### config.mk
export PLATFORM = sky130hd
export DESIGN_NAME = xram_arbiter
export DESIGN_NICKNAME = d
export VERILOG_FILES = /design/src/rtl/xram_pkg.sv /design/src/rtl/xram_cycle.sv /design/src/rtl/xram_arbiter.sv
export SDC_FILE = /design/constraint.sdc
export NUM_CORES = 1
export LEC_CHECK = 0
export ABC_AREA = 1
export CORE_ASPECT_RATIO = 0.8
export CORE_MARGIN = 5
export CORE_UTILIZATION = 32
export CTS_CLUSTER_SIZE = 24
export DETAILED_ROUTE_END_ITERATION = 16
export PLACE_DENSITY = 0.65
export SETUP_SLACK_MARGIN = 0.15
export SLEW_MARGIN = 20
export SYNTH_ARGS = -nofsm -noshare
export SYNTH_HDL_FRONTEND = slang
export SYNTH_SLANG_ARGS = --single-unit
### constraint.sdc
create_clock -name clk -period 1.5 [get_ports clk]
set_clock_uncertainty 0.05 [all_clocks]
set_input_delay 0.3 -clock clk [delete_from_list [all_inputs] [get_ports clk]]
set_output_delay 0.3 -clock clk [all_outputs]
set_load 0.05 [all_outputs]
### src/rtl/xram_pkg.sv
// Shared types and constants for the external SRAM arbiter.
// Imported by the arbiter top and its access sequencer.
package xram_pkg;

  typedef enum logic [2:0] {
    S_IDLE,
    S_ACC,
    S_WT,
    S_REC,
    S_DONE
  } state_t;

  localparam logic REQ_CPU = 1'b0;
  localparam logic REQ_DMA = 1'b1;

  localparam logic STB_OFF = 1'b1;

endpackage

### src/rtl/xram_cycle.sv
// One 16-bit asynchronous SRAM access: ACC, optional WT, REC.
// Pad controls are decoded from the registered state only.
module xram_cycle
  import xram_pkg::*;
#(
  parameter int AW   = 18,
  parameter int WAIT = 1
) (
  input  logic          clk,
  input  logic          resetb,
  input  logic          start_i,
  input  logic          rd_i,
  input  logic [AW-1:0] addr_i,
  input  logic [15:0]   data_i,
  input  logic [1:0]    ben_i,
  input  logic [15:0]   xdi_i,
  output logic          end_o,
  output logic          cap_o,
  output logic [15:0]   rword_o,
  output logic [AW-1:0] xa_o,
  output logic [15:0]   xdo_o,
  output logic          xdrv_o,
  output logic          xoeb_o,
  output logic          xweb_o,
  output logic          xbheb_o,
  output logic          xbleb_o
);

  localparam logic [2:0] WLD =
    3'((WAIT > 0) ? WAIT - 1 : 0);

  state_t        st_q, st_d;
  logic [2:0]    cnt_q, cnt_d;
  logic          rd_q, rd_d;
  logic [AW-1:0] xa_q, xa_d;
  logic [15:0]   xdo_q, xdo_d;
  logic [1:0]    ben_q, ben_d;
  logic          act;
  logic          drv_ph;

  always_comb begin
    st_d  = st_q;
    cnt_d = cnt_q;
    rd_d  = rd_q;
    xa_d  = xa_q;
    xdo_d = xdo_q;
    ben_d = ben_q;
    if (start_i) begin
      rd_d  = rd_i;
      xa_d  = addr_i;
      xdo_d = data_i;
      ben_d = ben_i;
    end
    unique case (st_q)
      S_IDLE: if (start_i) st_d = S_ACC;
      S_ACC: begin
        if (WAIT == 0) begin
          st_d = S_REC;
        end else begin
          st_d  = S_WT;
          cnt_d = WLD;
        end
      end
      S_WT: begin
        if (cnt_q == 3'd0) st_d = S_REC;
        else cnt_d = cnt_q - 3'd1;
      end
      S_REC: st_d = start_i ? S_ACC : S_IDLE;
      default: st_d = S_IDLE;
    endcase
  end

  always_ff @(posedge clk) begin
    if (!resetb) begin
      st_q  <= S_IDLE;
      cnt_q <= '0;
      rd_q  <= 1'b1;
      xa_q  <= '0;
      xdo_q <= '0;
      ben_q <= {2{STB_OFF}};
    end else begin
      st_q  <= st_d;
      cnt_q <= cnt_d;
      rd_q  <= rd_d;
      xa_q  <= xa_d;
      xdo_q <= xdo_d;
      ben_q <= ben_d;
    end
  end

  // WE# rises entering REC; address, data and lanes stay put
  assign act    = (st_q == S_ACC) || (st_q == S_WT)
               || (st_q == S_REC);
  assign drv_ph = (st_q == S_ACC) || (st_q == S_WT);

  assign end_o   = (st_q == S_REC);
  assign cap_o   = end_o && rd_q;
  assign rword_o = xdi_i;
  assign xa_o    = xa_q;
  assign xdo_o   = xdo_q;
  assign xdrv_o  = act && !rd_q;
  assign xoeb_o  = !(act && rd_q);
  assign xweb_o  = !(drv_ph && !rd_q);
  assign xbheb_o = act ? ben_q[1] : STB_OFF;
  assign xbleb_o = act ? ben_q[0] : STB_OFF;

endmodule

### src/rtl/xram_arbiter.sv
// Round-robin CPU/DMA arbiter for the 16-bit external SRAM.
// CPU words run as two halves, skipping write halves with no lanes.
module xram_arbiter
  import xram_pkg::*;
#(
  parameter int AW   = 18,
  parameter int WAIT = 1
) (
  input  logic          clk,
  input  logic          resetb,
  input  logic          cpu_valid,
  input  logic [AW-2:0] cpu_addr,
  input  logic [3:0]    cpu_wstrb,
  input  logic [31:0]   cpu_wdata,
  output logic [31:0]   cpu_rdata,
  output logic          cpu_ready,
  input  logic          dma_valid,
  input  logic [AW-1:0] dma_addr,
  output logic [15:0]   dma_rdata,
  output logic          dma_ready,
  output logic [AW-1:0] xa,
  output logic [15:0]   xdo,
  input  logic [15:0]   xdi,
  output logic          xdrv,
  output logic          xoeb,
  output logic          xweb,
  output logic          xbheb,
  output logic          xbleb
);

  state_t        st_q, st_d;
  logic          gnt_q, gnt_d;
  logic          last_q, last_d;
  logic          half_q, half_d;
  logic [AW-2:0] caddr_q, caddr_d;
  logic [3:0]    wstrb_q, wstrb_d;
  logic [31:0]   wdata_q, wdata_d;
  logic [31:0]   crd_q, crd_d;
  logic [15:0]   drd_q, drd_d;

  logic          start;
  logic          rd;
  logic [AW-1:0] addr;
  logic [15:0]   wd;
  logic [1:0]    ben;
  logic          cyc_end;
  logic          cap;
  logic [15:0]   rword;

  always_comb begin
    st_d    = st_q;
    gnt_d   = gnt_q;
    last_d  = last_q;
    half_d  = half_q;
    caddr_d = caddr_q;
    wstrb_d = wstrb_q;
    wdata_d = wdata_q;
    crd_d   = crd_q;
    drd_d   = drd_q;
    start   = 1'b0;
    rd      = 1'b1;
    addr    = '0;
    wd      = '0;
    ben     = {2{STB_OFF}};
    if (cap) begin
      if (gnt_q == REQ_DMA) drd_d = rword;
      else if (half_q) crd_d[31:16] = rword;
      else crd_d[15:0] = rword;
    end
    unique case (st_q)
      S_IDLE: begin
        if (cpu_valid || dma_valid) begin
          gnt_d = (cpu_valid && dma_valid) ? ~last_q
                : (dma_valid ? REQ_DMA : REQ_CPU);
          last_d = gnt_d;
          start  = 1'b1;
          st_d   = S_ACC;
          if (gnt_d == REQ_DMA) begin
            addr = dma_addr;
            ben  = 2'b00;
          end else begin
            caddr_d = cpu_addr;
            wstrb_d = cpu_wstrb;
            wdata_d = cpu_wdata;
            rd      = (cpu_wstrb == 4'd0);
            half_d  = !rd && (cpu_wstrb[1:0] == 2'd0);
            addr    = {cpu_addr, half_d};
            wd      = half_d ? cpu_wdata[31:16]
                             : cpu_wdata[15:0];
            ben     = rd ? 2'b00
                    : (half_d ? ~cpu_wstrb[3:2]
                              : ~cpu_wstrb[1:0]);
          end
        end
      end
      S_ACC: begin
        if (cyc_end) begin
          if (gnt_q == REQ_CPU && !half_q
              && (wstrb_q == 4'd0
                  || wstrb_q[3:2] != 2'd0)) begin
            half_d = 1'b1;
            start  = 1'b1;
            rd     = (wstrb_q == 4'd0);
            addr   = {caddr_q, 1'b1};
            wd     = wdata_q[31:16];
            ben    = rd ? 2'b00 : ~wstrb_q[3:2];
          end else begin
            st_d = S_DONE;
          end
        end
      end
      S_DONE: st_d = S_IDLE;
      default: st_d = S_IDLE;
    endcase
  end

  always_ff @(posedge clk) begin
    if (!resetb) begin
      st_q    <= S_IDLE;
      gnt_q   <= REQ_CPU;
      last_q  <= REQ_CPU;
      half_q  <= 1'b0;
      caddr_q <= '0;
      wstrb_q <= '0;
      wdata_q <= '0;
      crd_q   <= '0;
      drd_q   <= '0;
    end else begin
      st_q    <= st_d;
      gnt_q   <= gnt_d;
      last_q  <= last_d;
      half_q  <= half_d;
      caddr_q <= caddr_d;
      wstrb_q <= wstrb_d;
      wdata_q <= wdata_d;
      crd_q   <= crd_d;
      drd_q   <= drd_d;
    end
  end

  xram_cycle #(
    .AW   (AW),
    .WAIT (WAIT)
  ) u_cycle (
    .clk     (clk),
    .resetb  (resetb),
    .start_i (start),
    .rd_i    (rd),
    .addr_i  (addr),
    .data_i  (wd),
    .ben_i   (ben),
    .xdi_i   (xdi),
    .end_o   (cyc_end),
    .cap_o   (cap),
    .rword_o (rword),
    .xa_o    (xa),
    .xdo_o   (xdo),
    .xdrv_o  (xdrv),
    .xoeb_o  (xoeb),
    .xweb_o  (xweb),
    .xbheb_o (xbheb),
    .xbleb_o (xbleb)
  );

  assign cpu_ready = (st_q == S_DONE) && (gnt_q == REQ_CPU);
  assign dma_ready = (st_q == S_DONE) && (gnt_q == REQ_DMA);
  assign cpu_rdata = crd_q;
  assign dma_rdata = drd_q;

endmodule

==> impl_metrics.tcl, run 1 <==
set metrics [dict create \
    status "complete, but fails checks" \
    failed_checks "negative setup slack" \
    power_frac_seq_pct 29.6 \
    ys_top_cells_by_area "sky130_fd_sc_hd__dfxtp_1 (46%), sky130_fd_sc_hd__nor2_1 (10%), sky130_fd_sc_hd__o21ai_0 (8.1%)" \
    clkLatencyLatePin_ns 0.41 \
    vdd_drop_max_uv 733 \
    worst_slew_pin_slew_ns 0.385 \
    cts_hold_repair_buffers 0 \
    clk_path_buf_depth 2 \
    route.vias.total 6432 \
    synthesized_cell_area_mm2 0.00574 \
    critical_path.top_delay_family "buffers and inverters" \
    grt_start_max_net_pins 44 \
    floorplan.die.height_um 130 \
    io-pin-count 180 \
    final.setup.worst_slack_ns -0.219 \
    power_density_normalized_to_cell_area_mw_per_mm2 1250 \
    layout.cell_area.non_filler_mm2 0.0116 \
    fmaxAchievable_mhz 582 \
    grt.total_usage_pct 19.6 \
    finalCritPeriodShare_pct 115 \
    p_int_mw 9.30 \
    area_growth_pct 102 \
    cpMaxStageDelayCell "sky130_fd_sc_hd__clkdlybuf4s50_1" \
    timing_max_transition_violations_final 0 \
    core_area_mm2 0.0175 \
    cpPeakStageDelay_ns 0.55 \
    grt_setup_unrepaired "true" \
    cts_sinks 131 \
    dr.first_iter.drc_count 340 \
    synth_top_area_share_pct 45.7 \
    drive_above_1_share_pct 42.3 \
    dieArea_mm2 0.0207 \
    preCtsSetupSlack_ns -0.377 \
    finalSetupViolCount 122 \
    overflow 0 \
    avgViaCountPerCell 4.87 \
    synth_enable_flop_cells 0 \
    drt-pass1-iter-count 5 \
    dp_hpwl_um 13200 \
    antenna_violating_nets_post_route 0 \
    route.detailed.wl_per_inst_um 16.9 \
    async_flop_share_pct 0 \
    grt_pass1_wl_um 33100 \
    largest_fanout_on_the_critical_path 6 \
    ys.warnings.count 0 \
    dieWidth_um 160 \
    initial_utilization_pct 32.8 \
    synth-seq-area-share_pct 45.7 \
    post-route-drc-count 0 \
    setup.worst_path.end_class "flip-flop" \
    timing.final.hold_violations 0 \
    power.leakage_nw 4.83 \
    comb_power_share_pct 43.4 \
    drv.max_cap_violation_count 0 \
    maxSlewHeadroom_pct 74.3 \
    syn-instance-count 816 \
    required_ns 1.75 \
    path_cells "clkdlybuf4s50_1, inv_1, nand2_4, nand3_4, buf_6, buf_6, buf_8, buf_16, o21ai_2, a21oi_2" \
    netSwitchingPower_mw 5.22 \
    path_common_cell "sky130_fd_sc_hd__buf_6" \
    yosys.cell_count.top_type "sky130_fd_sc_hd__nor2_1" \
    synth-main-ff-cell "sky130_fd_sc_hd__dfxtp_1" \
    ys_seq_elements 131 \
    post_route_hold_slack_ns 0.317 \
    finalNetCount 1179 \
    floorplan.rows 43 \
    h_tree_level_count 4 \
    cp.buffers_inverters 6 \
    tritoncts.num_buffers 17 \
    power.share.clock_pct 27.0 \
    tritoncts "done" \
    gpl.final_weighted_congestion 0.790 \
    startpoint_class_of_the_critical_path "input port" \
    critical_path_class "input port to flip-flop" \
    postSynthNetCount 913 \
    ys_top_cells_by_count "sky130_fd_sc_hd__nor2_1 (156), sky130_fd_sc_hd__dfxtp_1 (131), sky130_fd_sc_hd__nand2_1 (112)" \
    post_dp_cell_area_mm2 0.00907 \
    wl_um 22400 \
    place.port_buffers 179 \
    synthesis.area_per_instance_um2 7.03 \
    synth_largest_area_cell "sky130_fd_sc_hd__dfxtp_1" \
    power_switching_share_pct 36.0 \
    layout_min_cycle_time_ns 1.72 \
    hold_path_class "input port to flip-flop" \
    netlist-cell-type-count 31 \
    n_antenna_cell 0 \
    grt_antenna_before_repair 1 \
    cts.reportedPaths.clkPinSlew_ns 0.05 \
    cts_root_buf "sky130_fd_sc_hd__clkbuf_16" \
    vias_in_the_first_global_route 6411 \
    worst_ep_arrival_time_ns 1.97 \
]
==> per-stage QoR <==
| stage | TNS, ns | instances | util (%) | power (mW) |
|---|---|---|---|---|
| after floorplan | 0 | 816 | - | 6.53 |
| after global placement | -21.83 | 1232 | 51.8 | 8.60 |
| after detailed placement | -25.00 | 1232 | 51.8 | 8.64 |
| after CTS | -9.02 | 1305 | 61.9 | 13.7 |
| after global routing | -20.06 | 1320 | 66.4 | 15.1 |
| final | -12.72 | 1320 | 66.4 | 14.5 |
==> cells by family after synthesis <==
kind of cell / Yosys count / synth area share, %
AO/OA/AOI/OAI: 221 / 20.1
adder cells (fa/ha/maj): 6 / 1.31
flip-flops: 131 / 45.7
AND/OR/NAND/NOR: 310 / 22.1
buffers and inverters: 148 / 10.8
==> worst register-to-register path, cell delays in order, from the launching register on <==
cell                      delay (ns)
sky130_fd_sc_hd__dfxtp_4        0.36
sky130_fd_sc_hd__buf_6          0.11
sky130_fd_sc_hd__ha_4           0.13
sky130_fd_sc_hd__inv_4          0.04
sky130_fd_sc_hd__nor2_4         0.13
sky130_fd_sc_hd__nand3_4        0.14
sky130_fd_sc_hd__nand2_8        0.15
sky130_fd_sc_hd__buf_6          0.13
sky130_fd_sc_hd__buf_12         0.10
sky130_fd_sc_hd__buf_16         0.12
sky130_fd_sc_hd__o21ai_0        0.07
sky130_fd_sc_hd__a21oi_1        0.12
==> cells in the final DEF (no fill, tap or decap), types with 8 or more instances in the layout <==
master / count
sky130_fd_sc_hd__buf_12: 112
sky130_fd_sc_hd__a21boi_1: 9
sky130_fd_sc_hd__clkinvlp_4: 8
sky130_fd_sc_hd__nor2_4: 17
sky130_fd_sc_hd__dfxtp_2: 21
sky130_fd_sc_hd__inv_2: 13
sky130_fd_sc_hd__clkbuf_16: 21
sky130_fd_sc_hd__nand2_4: 26
sky130_fd_sc_hd__a21oi_2: 44
sky130_fd_sc_hd__buf_4: 36
sky130_fd_sc_hd__o21ai_2: 32
sky130_fd_sc_hd__a21oi_1: 40
sky130_fd_sc_hd__nor2_2: 20
sky130_fd_sc_hd__buf_6: 29
sky130_fd_sc_hd__dfxtp_1: 108
sky130_fd_sc_hd__clkdlybuf4s50_1: 88
sky130_fd_sc_hd__nand3_1: 21
sky130_fd_sc_hd__o21ai_1: 49
sky130_fd_sc_hd__nor2_1: 123
sky130_fd_sc_hd__nand2_2: 18
sky130_fd_sc_hd__nand2_1: 67
sky130_fd_sc_hd__buf_16: 11
sky130_fd_sc_hd__o21ai_0: 36
sky130_fd_sc_hd__inv_1: 81
==> power groups by stage <==
stage / clock network [mW] / logic (mW) / registers (mW)
after floorplan: 0 / 1.63 / 4.90
after global placement: 0 / 4.30 / 4.30
after detailed placement: 0 / 4.34 / 4.30
after CTS: 3.97 / 5.49 / 4.23
after global routing: 4.13 / 6.64 / 4.33
final: 3.92 / 6.30 / 4.29
==> registers in the layout, indices dropped and copies added (netlist names) <==
signal and count:
cpu_rdata 32, u_cycle.xa_o 18, caddr_q 17, dma_rdata 16, u_cycle.xdo_o 16, wdata_q 16
wstrb_q 4, u_cycle.cnt_q 3, st_q 2, u_cycle.ben_q 2, u_cycle.st_q 2, half_q 1
last_q 1, u_cycle.rd_q 1
==> final timing paths <==
kind	end	cells after the start	start	slack, ns
hold reg to reg	wdata_q[18]$_SDFFE_PN0P_	2	wdata_q[18]$_SDFFE_PN0P_	0.39
setup reg to reg	u_cycle.xdo_o[2]$_SDFFE_PN0N_	11	u_cycle.st_q[1]$_SDFFE_PN0P_	-0.20
hold / removal	last_q$_SDFFE_PN0P_	3	dma_valid	0.32
setup / recovery	wstrb_q[2]$_SDFFE_PN0P_	10	cpu_valid	-0.22
==> final cells by class <==
class	instances	area [um^2]
clock buffers	19	443
clock inverters	13	111
fillers	1289	5870
inverters	104	444
multi-input cells	538	3420
flip-flops and latches	131	2660
well taps	225	282
repair buffers	289	4250
repair inverters	1	11.3
==> layer usage <==
| metal | vias up | track usage (%) | wire [um] |
|---|---|---|---|
| li1 | 3149 | - | - |
| met1 | 3055 | 25.1 | 9880 |
| met2 | 199 | 33.2 | 11000 |
| met3 | 27 | 5.34 | 1220 |
| met4 | 2 | 5.05 | 260 |
| met5 | - | 0 | 20 |
==> what timing repair did <==
item / CTS / global route
resized for setup: 223 / 182
cloned: 12 / 5
buffers inserted: 29 / 10
pin swaps: 28 / 49
setup endpoints to repair: 137 / 153
(Power assumes the default switching activity.)
==> run 2, diff against run 1 <==
--- a/config.mk
+++ b/config.mk
@@ -6,6 +6,7 @@
 export NUM_CORES = 1
 export LEC_CHECK = 0
 export ABC_AREA = 1
+export ABC_CLOCK_PERIOD_IN_PS = 1500
 export CORE_ASPECT_RATIO = 0.8
 export CORE_MARGIN = 5
 export CORE_UTILIZATION = 32
==> constraint.sdc (replaced) <==
create_clock -name clk -period 1.5 [get_ports clk]
set_clock_uncertainty 0.05 [all_clocks]
set_input_delay 0.3 -clock clk [delete_from_list [all_inputs] [get_ports clk]]
set_output_delay 0.3 -clock clk [all_outputs]
set_load 0.01 [all_outputs]
==> run 2 against run 1 <==
The run still ends with negative setup slack left; worst setup slack better by 0.063 ns; flip-flop and latch count unchanged; critical path depth up 1; die area unchanged; sequential power down 4%; critical path type is now flip-flop to flip-flop; largest power group is now the clock network.
==> impl_metrics.tcl, run 2 (synthesized netlist as in run 1, its figures left out) <==
set metrics [dict create \
    status "complete, but fails checks" \
    failed_checks "negative setup slack" \
    cts.reportedPaths.clkPinSlew_ns 0.06 \
    p_int_mw 8.73 \
    hold-path-cell-count 3 \
    mostFrequentLayoutCell "sky130_fd_sc_hd__nor2_1" \
    place.port_buffers 179 \
    maxSlewHeadroom_pct 80.0 \
    netSwitchingPower_mw 4.04 \
    path_cells "buf_6, ha_4, buf_4, nand2_4, inv_4, buf_4, buf_6, nand2_8, buf_12, nand2_2, a21oi_2" \
    capture_point_of_the_worst_reg_to_reg_path "dma_rdata[11]$_SDFFE_PN0P_" \
    hp-start "resetb" \
    design_power_total_mw 12.8 \
    setup.worst_path.end_class "flip-flop" \
    cts_hold_repair_buffers 0 \
    worst_ep_arrival_time_ns 1.95 \
    finalSetupViolCount 110 \
    h_tree_level_count 4 \
    final.setup.worst_slack_ns -0.156 \
    drv.max_cap_violation_count 0 \
    cts_sinks 131 \
    crit_start "u_cycle.st_q[1]$_SDFFE_PN0P_" \
    power.leakage_nw 4.39 \
    power_frac_seq_pct 32.3 \
    finalNetCount 1171 \
    clk_path_buf_depth 2 \
    n_antenna_cell 0 \
    power_density_normalized_to_cell_area_mw_per_mm2 1260 \
    critical_path_class "flip-flop to flip-flop" \
    post_route_hold_slack_ns 0.294 \
    startpoint_class_of_the_critical_path "flip-flop" \
    timing.final.hold_violations 0 \
    initial_utilization_pct 32.8 \
    drive_above_1_share_pct 40.9 \
    power.share.clock_pct 33.9 \
    tritoncts.num_buffers 17 \
    timing.setup.tns_ns -8.95 \
    overflow 0 \
    antenna_violating_nets_post_route 0 \
    grt_pass1_wl_um 32500 \
    area_growth_pct 77.1 \
    fmaxAchievable_mhz 604 \
    mostFrequentLayoutCells "sky130_fd_sc_hd__nor2_1 (111), sky130_fd_sc_hd__dfxtp_1 (106), sky130_fd_sc_hd__clkdlybuf4s50_1 (87)" \
    wl_um 20800 \
    core_area_mm2 0.0175 \
    vdd_drop_max_uv 752 \
    route.vias.total 6134 \
    cts_root_buf "sky130_fd_sc_hd__clkbuf_16" \
    grt_setup_unrepaired "true" \
    power_switching_share_pct 31.6 \
    dieWidth_um 160 \
    preCtsSetupSlack_ns -0.408 \
    dieArea_mm2 0.0207 \
    area_taken_by_multi_input_logic_gates_mm2 0.00342 \
    floorplan.rows 43 \
    floorplan.die.height_um 130 \
    io-pin-count 180 \
    dp_hpwl_um 12500 \
    critPathCapture "dma_rdata[11]$_SDFFE_PN0P_" \
    timing_max_transition_violations_final 0 \
    flip_flop_count_of_the_largest_register_all_copies_and_words_added 32 \
    finalCritPeriodShare_pct 110 \
    gpl.final_weighted_congestion 0.785 \
    avgViaCountPerCell 4.68 \
    minimum_setup_slack_among_reg_to_reg_paths_ns -0.16 \
    grt_start_max_net_pins 49 \
    layout_min_cycle_time_ns 1.66 \
    comb_power_share_pct 33.8 \
    rr_worst_depth 11 \
    layout.filler_cells 1561 \
    post-route-drc-count 0 \
    dr.first_iter.drc_count 325 \
    clkLatencyLatePin_ns 0.42 \
    required_ns 1.80 \
    worst_slew_pin_slew_ns 0.299 \
    hold_path_class "input port to flip-flop" \
    cpMaxStageDelayCell "sky130_fd_sc_hd__dfxtp_4" \
    r2r_start "u_cycle.st_q[1]$_SDFFE_PN0P_" \
    cpPeakStageDelay_ns 0.34 \
    vias_in_the_first_global_route 6171 \
    tritoncts "done" \
    drt-pass1-iter-count 4 \
    grt_antenna_before_repair 0 \
    route.detailed.wl_per_inst_um 15.9 \
    largest_fanout_on_the_critical_path 8 \
    sequential_cell_area_mm2 0.00266 \
    grt.total_usage_pct 19.5 \
]
run 2: power groups by stage:
stage	clock network (mW)	registers, mW	logic (mW)
6_report	4.33	4.13	4.31
5_1_grt	4.56	4.18	4.66
4_1_cts	4.40	4.11	3.97
3_5_place_dp	0	4.16	3.05
3_3_place_gp	0	4.16	3.03
2_1_floorplan	0	4.24	1.47
run 2: how the worst min path moves through the flow:
| stage | slack, ns | end |
|---|---|---|
| floorplan | 0.36 | u_cycle.cnt_q[0]$_SDFFE_PN0P_ |
| global placement | 0.37 | u_cycle.cnt_q[0]$_SDFFE_PN0P_ |
| detailed placement | 0.37 | u_cycle.cnt_q[0]$_SDFFE_PN0P_ |
| CTS | 0.29 | u_cycle.rd_q$_SDFFE_PN1N_ |
| global route | 0.30 | u_cycle.st_q[1]$_SDFFE_PN0P_ |
| finish | 0.29 | u_cycle.rd_q$_SDFFE_PN1N_ |
run 2: through the flow:
stage | cell area, um^2 | utilization (%) | instances
after CTS | 9900 | 56.6 | 1301
after global placement | 8150 | 46.6 | 1232
final | 10200 | 58.1 | 1312
after detailed placement | 8150 | 46.6 | 1232
after global routing | 10200 | 58.1 | 1312
after floorplan | 5770 | - | 816
run 2: layout make-up:
type | instances | area share, %
Multi-Input combinational cell | 538 | 33.6
Timing Repair Buffer | 282 | 27.3
Sequential cell | 131 | 26.2
Clock buffer | 20 | 4.50
Inverter | 104 | 4.06
Tap cell | 225 | 2.77
Clock inverter | 12 | 1.53
run 2: critical path, delay by kind of cell (launching register included):
| kind | cells | cell delay [ns] |
|---|---|---|
| AOI/OAI and AO/OA | 1 | 0.13 |
| and+or+nand+nor | 3 | 0.19 |
| adders and majority gates | 1 | 0.18 |
| DFF | 1 | 0.34 |
| buffers and inverters | 6 | 0.69 |
run 2: per-layer routing:
| metal | track usage, % | vias to the layer above | routed length [um] |
|---|---|---|---|
| li1 | - | 3126 | - |
| met1 | 26.7 | 2841 | 10100 |
| met2 | 30.2 | 152 | 9330 |
| met3 | 5.59 | 15 | 1190 |
| met4 | 5.61 | 0 | 199 |
| met5 | 0 | - | 0 |
run 2: repair_timing:
item / CTS / global route
setup buffers: 21 / 10
resized for setup: 527 / 185
cloned: 16 / 1
endpoints found under the setup margin: 216 / 191
pin swaps: 34 / 19
==> run 3, diff against run 2 <==
--- a/config.mk
+++ b/config.mk
@@ -9,12 +9,12 @@
 export ABC_CLOCK_PERIOD_IN_PS = 1500
 export CORE_ASPECT_RATIO = 0.8
 export CORE_MARGIN = 5
-export CORE_UTILIZATION = 32
+export CORE_UTILIZATION = 42
 export CTS_CLUSTER_SIZE = 24
 export DETAILED_ROUTE_END_ITERATION = 16
-export PLACE_DENSITY = 0.65
+export PLACE_DENSITY = 0.8
 export SETUP_SLACK_MARGIN = 0.15
-export SLEW_MARGIN = 20
+export SLEW_MARGIN = 15
 export SYNTH_ARGS = -nofsm -noshare
 export SYNTH_HDL_FRONTEND = slang
 export SYNTH_SLANG_ARGS = --single-unit
==> run 3 against run 2 <==
The run still ends with negative setup slack left; final area decreased by 3.3%; total power rose by 1.2%; global-route usage increased by 2.2 points; cell count is 4.2% lower; critical path type unchanged; register-to-register slack got worse by 0.08 ns; first-iteration DRC count rose by 44%; non-clock buffer count decreased by 11; critical path depth stayed put.
==> impl_metrics.tcl, run 3 (synthesized netlist as in run 1, its figures left out) <==
set metrics [dict create \
    status "complete, but fails checks" \
    failed_checks "negative setup slack" \
    floorplan.die.height_um 115 \
    cts_root_buf "sky130_fd_sc_hd__clkbuf_16" \
    antenna_violating_nets_post_route 0 \
    finalSetupViolCount 64 \
    power.leakage_nw 4.26 \
    wl_um 21100 \
    path_cells "buf_6, ha_4, inv_4, nor2_4, nand3_4, nand2_8, buf_12, buf_12, nand2_2, nor2_1, nor2_1" \
    critical_path_class "flip-flop to flip-flop" \
    power_frac_seq_pct 32.1 \
    sequential_cell_area_mm2 0.00266 \
    comb_power_share_pct 31.9 \
    power_switching_share_pct 31.4 \
    flip_flop_count_of_the_largest_register_all_copies_and_words_added 32 \
    setup.worst_path.end_class "flip-flop" \
    post-route-drc-count 0 \
    cts_hold_repair_buffers 0 \
    route.vias.total 6423 \
    cts_sinks 131 \
    area_growth_pct 71.3 \
    io-pin-count 180 \
    hold_path_class "input port to flip-flop" \
    h_tree_level_count 4 \
    cpMaxStageDelayCell "sky130_fd_sc_hd__dfxtp_2" \
    p_int_mw 8.87 \
    timing_max_transition_violations_final 0 \
    crit_start "u_cycle.st_q[0]$_SDFFE_PN0P_" \
    overflow 0 \
    tritoncts.num_buffers 17 \
    design_power_total_mw 12.9 \
    tritoncts "done" \
    floorplan.rows 38 \
    grt_pass1_wl_um 28700 \
    mostFrequentLayoutCell "sky130_fd_sc_hd__nor2_1" \
    area_taken_by_multi_input_logic_gates_mm2 0.00319 \
    drive_above_1_share_pct 38.1 \
    fmaxAchievable_mhz 576 \
    clk_path_buf_depth 2 \
    dieArea_mm2 0.0161 \
    grt.total_usage_pct 21.7 \
    grt_start_max_net_pins 56 \
    initial_utilization_pct 42.6 \
    cts.reportedPaths.clkPinSlew_ns 0.06 \
    final.setup.worst_slack_ns -0.235 \
    timing.setup.tns_ns -7.59 \
    place.port_buffers 179 \
    grt_antenna_before_repair 0 \
    r2r_start "u_cycle.st_q[0]$_SDFFE_PN0P_" \
    dieWidth_um 141 \
    avgViaCountPerCell 5.11 \
    power_density_normalized_to_cell_area_mw_per_mm2 1320 \
    power.share.clock_pct 36.0 \
    maxSlewHeadroom_pct 75.1 \
    drt-pass1-iter-count 5 \
    core_area_mm2 0.0135 \
    startpoint_class_of_the_critical_path "flip-flop" \
    required_ns 1.76 \
    worst_slew_pin_slew_ns 0.374 \
    largest_fanout_on_the_critical_path 10 \
    minimum_setup_slack_among_reg_to_reg_paths_ns -0.24 \
    critPathCapture "u_cycle.xa_o[1]$_SDFFE_PN0N_" \
    grt_setup_unrepaired "true" \
    finalNetCount 1160 \
    cpPeakStageDelay_ns 0.35 \
    vdd_drop_max_uv 944 \
    dr.first_iter.drc_count 467 \
    worst_ep_arrival_time_ns 1.99 \
    clkLatencyLatePin_ns 0.41 \
    rr_worst_depth 11 \
    finalCritPeriodShare_pct 116 \
    layout_min_cycle_time_ns 1.74 \
    netSwitchingPower_mw 4.05 \
    dp_hpwl_um 12100 \
    gpl.final_weighted_congestion 0.890 \
    timing.final.hold_violations 0 \
    mostFrequentLayoutCells "sky130_fd_sc_hd__nor2_1 (117), sky130_fd_sc_hd__dfxtp_1 (106), sky130_fd_sc_hd__clkdlybuf4s50_1 (88)" \
    route.detailed.wl_per_inst_um 16.8 \
    layout.filler_cells 977 \
    vias_in_the_first_global_route 5909 \
    drv.max_cap_violation_count 0 \
    capture_point_of_the_worst_reg_to_reg_path "u_cycle.xa_o[1]$_SDFFE_PN0N_" \
]
run 3: cell types whose count changed in the layout (fill, tap and decap cells not counted), moves of 10 or more:
cell and delta:
sky130_fd_sc_hd__buf_16 -14, sky130_fd_sc_hd__clkbuf_2 +24, sky130_fd_sc_hd__nor2_4 -13, sky130_fd_sc_hd__clkbuf_16 +10
sky130_fd_sc_hd__clkdlybuf4s15_2 +16, sky130_fd_sc_hd__buf_2 -40, sky130_fd_sc_hd__buf_6 -10, sky130_fd_sc_hd__a21oi_2 -12
sky130_fd_sc_hd__a21oi_1 +12
run 3: worst min path at each step:
| stage | cells past startpoint | end | from |
|---|---|---|---|
| after global placement | 1 | u_cycle.cnt_q[0]$_SDFFE_PN0P_ | u_cycle.cnt_q[0]$_SDFFE_PN0P_ |
| after floorplan | 1 | u_cycle.cnt_q[0]$_SDFFE_PN0P_ | u_cycle.cnt_q[0]$_SDFFE_PN0P_ |
| final | 4 | u_cycle.st_q[1]$_SDFFE_PN0P_ | resetb |
| after global routing | 3 | u_cycle.rd_q$_SDFFE_PN1N_ | resetb |
| after CTS | 3 | u_cycle.rd_q$_SDFFE_PN1N_ | resetb |
| after detailed placement | 1 | u_cycle.cnt_q[0]$_SDFFE_PN0P_ | u_cycle.cnt_q[0]$_SDFFE_PN0P_ |
run 3: critical path: cells and delay by family (launching register included):
kind	cells	cell delay, ns
buffers and inverters	4	0.40
AND/OR/NAND/NOR	6	0.65
adder cells (fa/ha/maj)	1	0.16
flip-flops	1	0.35
run 3: power groups by stage:
stage	Clock [mW]	Sequential (mW)	Combinational, mW
6_report	4.66	4.15	4.12
5_1_grt	4.85	4.19	4.43
4_1_cts	4.64	4.10	3.10
3_5_place_dp	0	4.15	3.00
3_3_place_gp	0	4.15	2.95
2_1_floorplan	0	4.24	1.47
run 3: area by class of cell:
| class | count | share of cell area, % |
|---|---|---|
| multi-input cells | 538 | 32.5 |
| repair buffers | 271 | 27.2 |
| flip-flops and latches | 131 | 27.0 |
| clock buffers | 20 | 4.55 |
| inverters | 104 | 4.33 |
| well taps | 180 | 2.29 |
| clock inverters | 12 | 2.08 |
| diodes | 1 | 0.0255 |
run 3: per-stage QoR:
step	hold slack, ns	instances	utilization [%]	setup WS [ns]	cell area, um^2
after floorplan	0.357	816	-	0.154	5770
after global placement	0.367	1184	59.9	-0.347	8050
after detailed placement	0.377	1184	59.9	-0.413	8050
after CTS	0.278	1224	66.4	-0.0854	8940
after global routing	0.306	1256	73.0	-0.267	9820
final	0.296	1257	73.0	-0.235	9830
run 3: repair_timing:
action / CTS / global route
pin swaps: 6 / 41
resized for setup: 292 / 318
endpoints found under the setup margin: 212 / 207
buffers inserted: 6 / 21
cloned: 2 / 11
run 3: layer usage:
layer	up-vias	GRT usage, %	share of wire [%]
li1	3105	-	-
met1	3040	27.7	42
met2	240	36.5	50
met3	38	5.59	6.3
met5	-	0	0
met4	0	5.94	1.8
